--- config.mk ---
export PLATFORM = sky130hd
export DESIGN_NAME = lcd_msg_ctrl
export DESIGN_NICKNAME = d
export VERILOG_FILES = /design/src/rtl/lcd_msg_ctrl.sv
export SDC_FILE = /design/constraint.sdc
export NUM_CORES = 1
export LEC_CHECK = 0
export CORE_MARGIN = 10
export CORE_UTILIZATION = 40
export DETAILED_ROUTE_END_ITERATION = 7
export GPL_ROUTABILITY_DRIVEN = 0
export GPL_TIMING_DRIVEN = 0
export HOLD_SLACK_MARGIN = 0.15
export SKIP_LAST_GASP = 1
export SYNTH_ARGS = -nofsm -noshare
export SYNTH_HDL_FRONTEND = slang
export SYNTH_SLANG_ARGS = --single-unit
--- constraint.sdc ---
create_clock -name CLK_50MHZ -period 16.01 [get_ports CLK_50MHZ]
set_input_delay 1.601 -clock CLK_50MHZ [delete_from_list [all_inputs] [get_ports CLK_50MHZ]]
set_output_delay 1.601 -clock CLK_50MHZ [all_outputs]
set_load 0.05 [all_outputs]
--- src/rtl/lcd_msg_ctrl.sv ---
// HD44780 8-bit character LCD controller: power-up init, then endless refresh of a
// LINES x COLS character buffer that user logic writes through a single-cycle port.
module lcd_msg_ctrl #(
    parameter int POWERUP_WAIT = 750000,
    parameter int INIT_WAIT_1  = 205000,
    parameter int INIT_WAIT_2  = 5000,
    parameter int E_PULSE      = 12,
    parameter int CMD_WAIT     = 2000,
    parameter int CLEAR_WAIT   = 82000,
    parameter int COLS         = 16,
    parameter int LINES        = 2,
    parameter int ADDR_W       = 5
) (
    input  logic              CLK_50MHZ,
    input  logic              BTN_SOUTH,
    input  logic              wr_en,
    input  logic [ADDR_W-1:0] wr_addr,
    input  logic [7:0]        wr_data,
    output logic              init_done,
    output logic              frame_done,
    output logic [7:0]        LCD_DB,
    output logic              LCD_E,
    output logic              LCD_RS,
    output logic              LCD_RW,
    output logic [7:0]        LED
);
    localparam int unsigned NCHR     = LINES * COLS;
    localparam int          BUF_N    = 2 ** ADDR_W;
    localparam logic [3:0]  STEP_RUN = 4'd8;

    typedef enum logic [1:0] {S_PWR, S_SETUP, S_PULSE, S_HOLD} state_t;

    state_t            r_state, w_state_n;
    logic [31:0]       r_cnt, w_cnt_n, w_hold;
    logic [3:0]        r_step, w_step_n;
    logic              r_line, w_line_n;
    logic [5:0]        r_col, w_col_n;
    logic [ADDR_W-1:0] r_idx, w_idx_n;
    logic              r_init_done, w_init_n, w_frame_n;
    logic              r_frame_done, r_run, r_e, r_rs;
    logic [7:0]        r_db, w_fwd;
    logic [7:0]        r_buf [BUF_N];
    logic              w_data, w_cap, w_setup_n, w_data_n;

    function automatic logic [7:0] f_cmd(input logic [3:0] step, input logic line);
        case (step)
            4'd5:    return 8'h06;
            4'd6:    return 8'h0C;
            4'd7:    return 8'h01;
            4'd8:    return line ? 8'hC0 : 8'h80;
            default: return 8'h38;
        endcase
    endfunction

    always_ff @(posedge CLK_50MHZ or posedge BTN_SOUTH) begin
        if (BTN_SOUTH) begin
            for (int i = 0; i < BUF_N; i++) r_buf[i] <= 8'h20;
        end else if (wr_en && 32'(wr_addr) < NCHR) begin
            r_buf[wr_addr] <= wr_data;
        end
    end

    // Data byte is latched on its first SETUP cycle; a same-cycle write wins.
    assign w_data = (r_step == STEP_RUN) && (r_col != 6'd0);
    assign w_cap  = (r_state == S_SETUP) && (r_cnt == 32'd0) && w_data;
    assign w_fwd  = (wr_en && wr_addr == r_idx) ? wr_data : r_buf[r_idx];

    always_comb begin
        w_hold = 32'(CMD_WAIT);
        case (r_step)
            4'd1:    w_hold = 32'(INIT_WAIT_1);
            4'd2:    w_hold = 32'(INIT_WAIT_2);
            4'd7:    w_hold = 32'(CLEAR_WAIT);
            default: w_hold = 32'(CMD_WAIT);
        endcase
    end

    always_comb begin
        w_state_n = r_state;
        w_cnt_n   = r_cnt + 32'd1;
        w_step_n  = r_step;
        w_line_n  = r_line;
        w_col_n   = r_col;
        w_idx_n   = r_idx;
        w_init_n  = r_init_done;
        w_frame_n = 1'b0;
        case (r_state)
            S_PWR: if (r_cnt == 32'(POWERUP_WAIT - 1)) begin
                w_state_n = S_SETUP;
                w_cnt_n   = 32'd0;
                w_step_n  = 4'd1;
            end
            S_SETUP: begin
                if (w_cap) w_idx_n = r_idx + 1'b1;
                if (r_cnt == 32'd1) begin
                    w_state_n = S_PULSE;
                    w_cnt_n   = 32'd0;
                end
            end
            S_PULSE: if (r_cnt == 32'(E_PULSE - 1)) begin
                w_state_n = S_HOLD;
                w_cnt_n   = 32'd0;
            end
            default: if (r_cnt == w_hold - 32'd1) begin
                w_state_n = S_SETUP;
                w_cnt_n   = 32'd0;
                if (r_step != STEP_RUN) begin
                    w_step_n = r_step + 4'd1;
                    if (r_step == 4'd7) w_init_n = 1'b1;
                end else if (r_col == 6'(COLS)) begin
                    w_col_n = 6'd0;
                    if (r_line == 1'(LINES - 1)) begin
                        w_line_n  = 1'b0;
                        w_idx_n   = '0;
                        w_frame_n = 1'b1;
                    end else begin
                        w_line_n = r_line + 1'b1;
                    end
                end else begin
                    w_col_n = r_col + 6'd1;
                end
            end
        endcase
    end

    assign w_setup_n = (w_state_n == S_SETUP) && (r_state != S_SETUP);
    assign w_data_n  = (w_step_n == STEP_RUN) && (w_col_n != 6'd0);

    always_ff @(posedge CLK_50MHZ or posedge BTN_SOUTH) begin
        if (BTN_SOUTH) begin
            r_state      <= S_PWR;
            r_cnt        <= 32'd0;
            r_step       <= 4'd0;
            r_line       <= 1'b0;
            r_col        <= 6'd0;
            r_idx        <= '0;
            r_init_done  <= 1'b0;
            r_frame_done <= 1'b0;
            r_run        <= 1'b0;
            r_e          <= 1'b0;
            r_rs         <= 1'b0;
            r_db         <= 8'h00;
        end else begin
            r_state      <= w_state_n;
            r_cnt        <= w_cnt_n;
            r_step       <= w_step_n;
            r_line       <= w_line_n;
            r_col        <= w_col_n;
            r_idx        <= w_idx_n;
            r_init_done  <= w_init_n;
            r_frame_done <= w_frame_n;
            r_run        <= 1'b1;
            r_e          <= (w_state_n == S_PULSE);
            r_rs         <= w_data_n;
            if (w_cap)
                r_db <= w_fwd;
            else if (w_setup_n && !w_data_n)
                r_db <= f_cmd(w_step_n, w_line_n);
        end
    end

    assign LCD_DB     = w_cap ? w_fwd : r_db;
    assign LCD_E      = r_e;
    assign LCD_RS     = r_rs;
    assign LCD_RW     = 1'b0;
    assign init_done  = r_init_done;
    assign frame_done = r_frame_done;
    assign LED        = r_run ? {r_init_done, 7'(r_step) + 7'(r_line)} : 8'hFF;
endmodule

==> results.sh <==
export IMPL_status="completed"
export IMPL_hold_violations=0
export IMPL_cts_buffer_depth=3
export IMPL_synth_flop_cell="dfrtp_1"
export IMPL_rr_startpoint="r_step[0]"
export IMPL_drc=0
export IMPL_drt_pass1_iterations=7
export IMPL_netlist_area_mm2=0.01585
export IMPL_power_density_mw_per_mm2=115.4
export IMPL_routedWlPerCell_um=21.52
export IMPL_clkLatencyLatePin_ns=0.55
export IMPL_grt_max_degree=114
export IMPL_async_reset_ff_share_pct=100.0
export IMPL_whs_ns=0.4813
export IMPL_place_ws_ns=9.415
export IMPL_htreeDepth=2
export IMPL_dpl_hpwl_mm=26.97
export IMPL_worst_slew_pin_slew_ns=1.155
export IMPL_min_period_over_period_pct=44.03
export IMPL_rsz0062_at_grt="false"
export IMPL_port_buffers=31
export IMPL_min_from="r_buf[198]"
export IMPL_synth_area_per_cell_um2=13.13
export IMPL_antenna_found_initial=0
export IMPL_vias=10120
export IMPL_path_clk_slew_ns=0.06
export IMPL_cts_tree="built"
export IMPL_r2r_setup_slack_ns=11.26
export IMPL_period_minus_slack_ns=7.049
export IMPL_multi_input_area_mm2=0.007405
export IMPL_synth_edf_count=0
export IMPL_max_freq_ghz=0.1419
export IMPL_arrival_ns=5.45
export IMPL_power_leakage_uw=0.007682
export IMPL_synthCells=1207
export IMPL_antenna_cells=0
export IMPL_cts_sinks=319
export IMPL_cp_slowest_cell="buf_1"
export IMPL_cap_violations=0
export IMPL_ant_nets=0
export IMPL_worstSetupStartpointType="register"
export IMPL_drtIter0Drc=718
export IMPL_ys_types=67
export IMPL_end_kind="output port"
export IMPL_setup_viol=0
export IMPL_tns_ns=0
export IMPL_worstHoldPathType="reg2reg"
export IMPL_layout_nets=1314
export IMPL_slew_viol_final=0
export IMPL_timing_rr_end="r_db[2]"
export IMPL_yosysWarnings=0
export IMPL_wl_mm=39.25
export IMPL_core_area_mm2=0.03892
export IMPL_whs_path_depth=2
export IMPL_die_area_mm2=0.04799
export IMPL_cts_hold_buffers_added=0
export IMPL_cp_top_family="buffers and inverters"
export IMPL_path_depth=9
export IMPL_start_util_pct=40.73
export IMPL_nFillCells=3528
export IMPL_seq_area_mm2=0.008023
export IMPL_p_total_uw=2086
export IMPL_cts_resized=0
export IMPL_cp_num_buf_inv=4
export IMPL_ys_seq_elements=319
export IMPL_dpl_cell_count=1758
export IMPL_grt_overflow=0
export IMPL_slowest_delay_ns=0.84
export IMPL_grt_pass1_vias=10300
export IMPL_chipHeight_um=219.1
export IMPL_reg2reg_depth=17
export IMPL_skew_ns=0.02911
export IMPL_crit_type="reg2out"
export IMPL_num_rows=72
export IMPL_syn_nets=1242
export IMPL_path_cells="clkbuf_1 -> buf_1 -> buf_1 -> mux4_2 -> mux4_2 -> mux2i_1 -> o21ai_0 -> mux2_2 -> clkdlybuf4s50_1"
export IMPL_syn_to_final_growth_pct=13.99
export IMPL_crit_fanout=10
export IMPL_ios=37
export IMPL_viasPerCell=5.546
export IMPL_hold_end="r_buf[198]"
export IMPL_ir_drop_uv=80.01
export IMPL_max_slew_margin_rel_pct=22.74
export IMPL_grt_first_pass_wirelength_mm=62.00
export IMPL_drive_gt1_share_pct=33.23
export IMPL_ys_seq_area_share_pct=50.61
export IMPL_fin_ws_ns=8.961
export IMPL_cp_data_required_time_ns=14.41
export IMPL_instances_no_fill=1824
export IMPL_cts_buffers=37
export IMPL_die_w_um=219.1
export IMPL_track_usage_pct=16.55
export IMPL_cts_post_setup_buffers_inserted=0
export IMPL_ctsRootBufferMaster="clkbuf_16"
-- cell usage after synthesis, types with 9 or more instances --
master	instances	area, µm²
a21o_1	9	67.56
a21oi_1	18	90.09
and3_1	19	118.9
clkbuf_1	66	247.7
dfrtp_1	287	7182
dfstp_2	32	840.8
ha_1	19	237.7
inv_1	22	82.58
mux2_2	244	2748
mux2i_1	10	100.1
mux4_2	80	1802
nand2_1	65	244.0
nand3_1	32	160.2
nand4_1	13	81.33
nor2_1	77	289.0
nor3_1	18	90.09
o21ai_0	32	160.2
xnor2_1	21	183.9
xor2_1	24	210.2
-- sequential cells by signal, summed over array words and instances (netlist names), 2 cells and up --
register  flops
r_state       2
r_step        4
r_cnt        32
r_buf       256
r_col         6
r_db          8
r_idx         5
-- layout make-up --
class,instances,share of cell area [%]
Tap cell,518,3.587
Timing Repair Buffer,33,2.022
Clock inverter,8,0.3947
Multi-Input combinational cell,784,40.98
Inverter,22,0.4985
Clock buffer,58,6.232
Sequential cell,319,44.40
Buffer,82,1.890
-- worst max path at each step --
stage	from	slack (ns)	to
floorplan	BTN_SOUTH	5.63	LCD_E
global placement	BTN_SOUTH	1.50	r_buf[83]
detailed placement	wr_addr[0]	9.41	LCD_DB[0]
CTS	r_idx[0]	8.82	LCD_DB[0]
global route	r_idx[0]	8.64	LCD_DB[7]
finish	r_idx[0]	8.96	LCD_DB[0]
-- per-stage QoR --
step / instance area, µm² / utilization (%)
after floorplan: 15850 / -
after global placement: 16810 / 43.19
after detailed placement: 16870 / 43.35
after CTS: 18070 / 46.43
after global routing: 18070 / 46.43
final: 18070 / 46.43
-- power by group --
group	switching, µW	total [µW]	internal [µW]	leakage, µW
Combinational	101	252	150	0.00307
Sequential	59.6	1000	944	0.00402
Clock	345	831	486	0.000586
-- cells in the final DEF, fill, tap and decap left out, types with 19 or more instances in the layout --
| master | count |
|---|---|
| ha_1 | 19 |
| inv_1 | 21 |
| mux2_2 | 244 |
| clkdlybuf4s50_1 | 31 |
| xor2_1 | 24 |
| clkbuf_1 | 76 |
| nor2_1 | 77 |
| nand3_1 | 32 |
| clkbuf_16 | 38 |
| nand2_1 | 65 |
| xnor2_1 | 21 |
| mux4_2 | 80 |
| and3_1 | 19 |
| dfstp_2 | 32 |
| o21ai_0 | 32 |
| dfrtp_1 | 287 |
-- routing by layer --
metal  up-vias  share of wire, %  wire (µm)  global-route usage [%]
met2       213                46      17880                   25.67
li1       4582                 -          -                       -
met5         -                 0          0                       0
met3        52               5.0       1971                   3.012
met1      5268                47      18630                   23.23
met4         0               1.9        764                   4.849
-- logic make-up (layout without fill, tap and decap cells) --
group	Yosys count	count (layout)	synth area share, %
adder cells (fa/ha/maj)	19	19	1.500
buffers and inverters	104	203	2.676
flip-flops	319	319	50.61
other	2	2	0.04738
multiplexers	335	335	29.43
XOR/XNOR	45	45	2.486
AO/OA/AOI/OAI	98	98	4.120
AND/OR/NAND/NOR	285	285	9.133
-- worst reg2reg max path, delay by kind of cell, from the launching register on --
family,cells,cell delay [ns]
AO/OA/AOI/OAI,5,1.63
AND/OR/NAND/NOR,6,1.45
flip-flops,1,0.49
buffers and inverters,2,0.16
adder cells (fa/ha/maj),3,0.78
XOR/XNOR,1,0.17
Power figures use the tool's default switching activity.
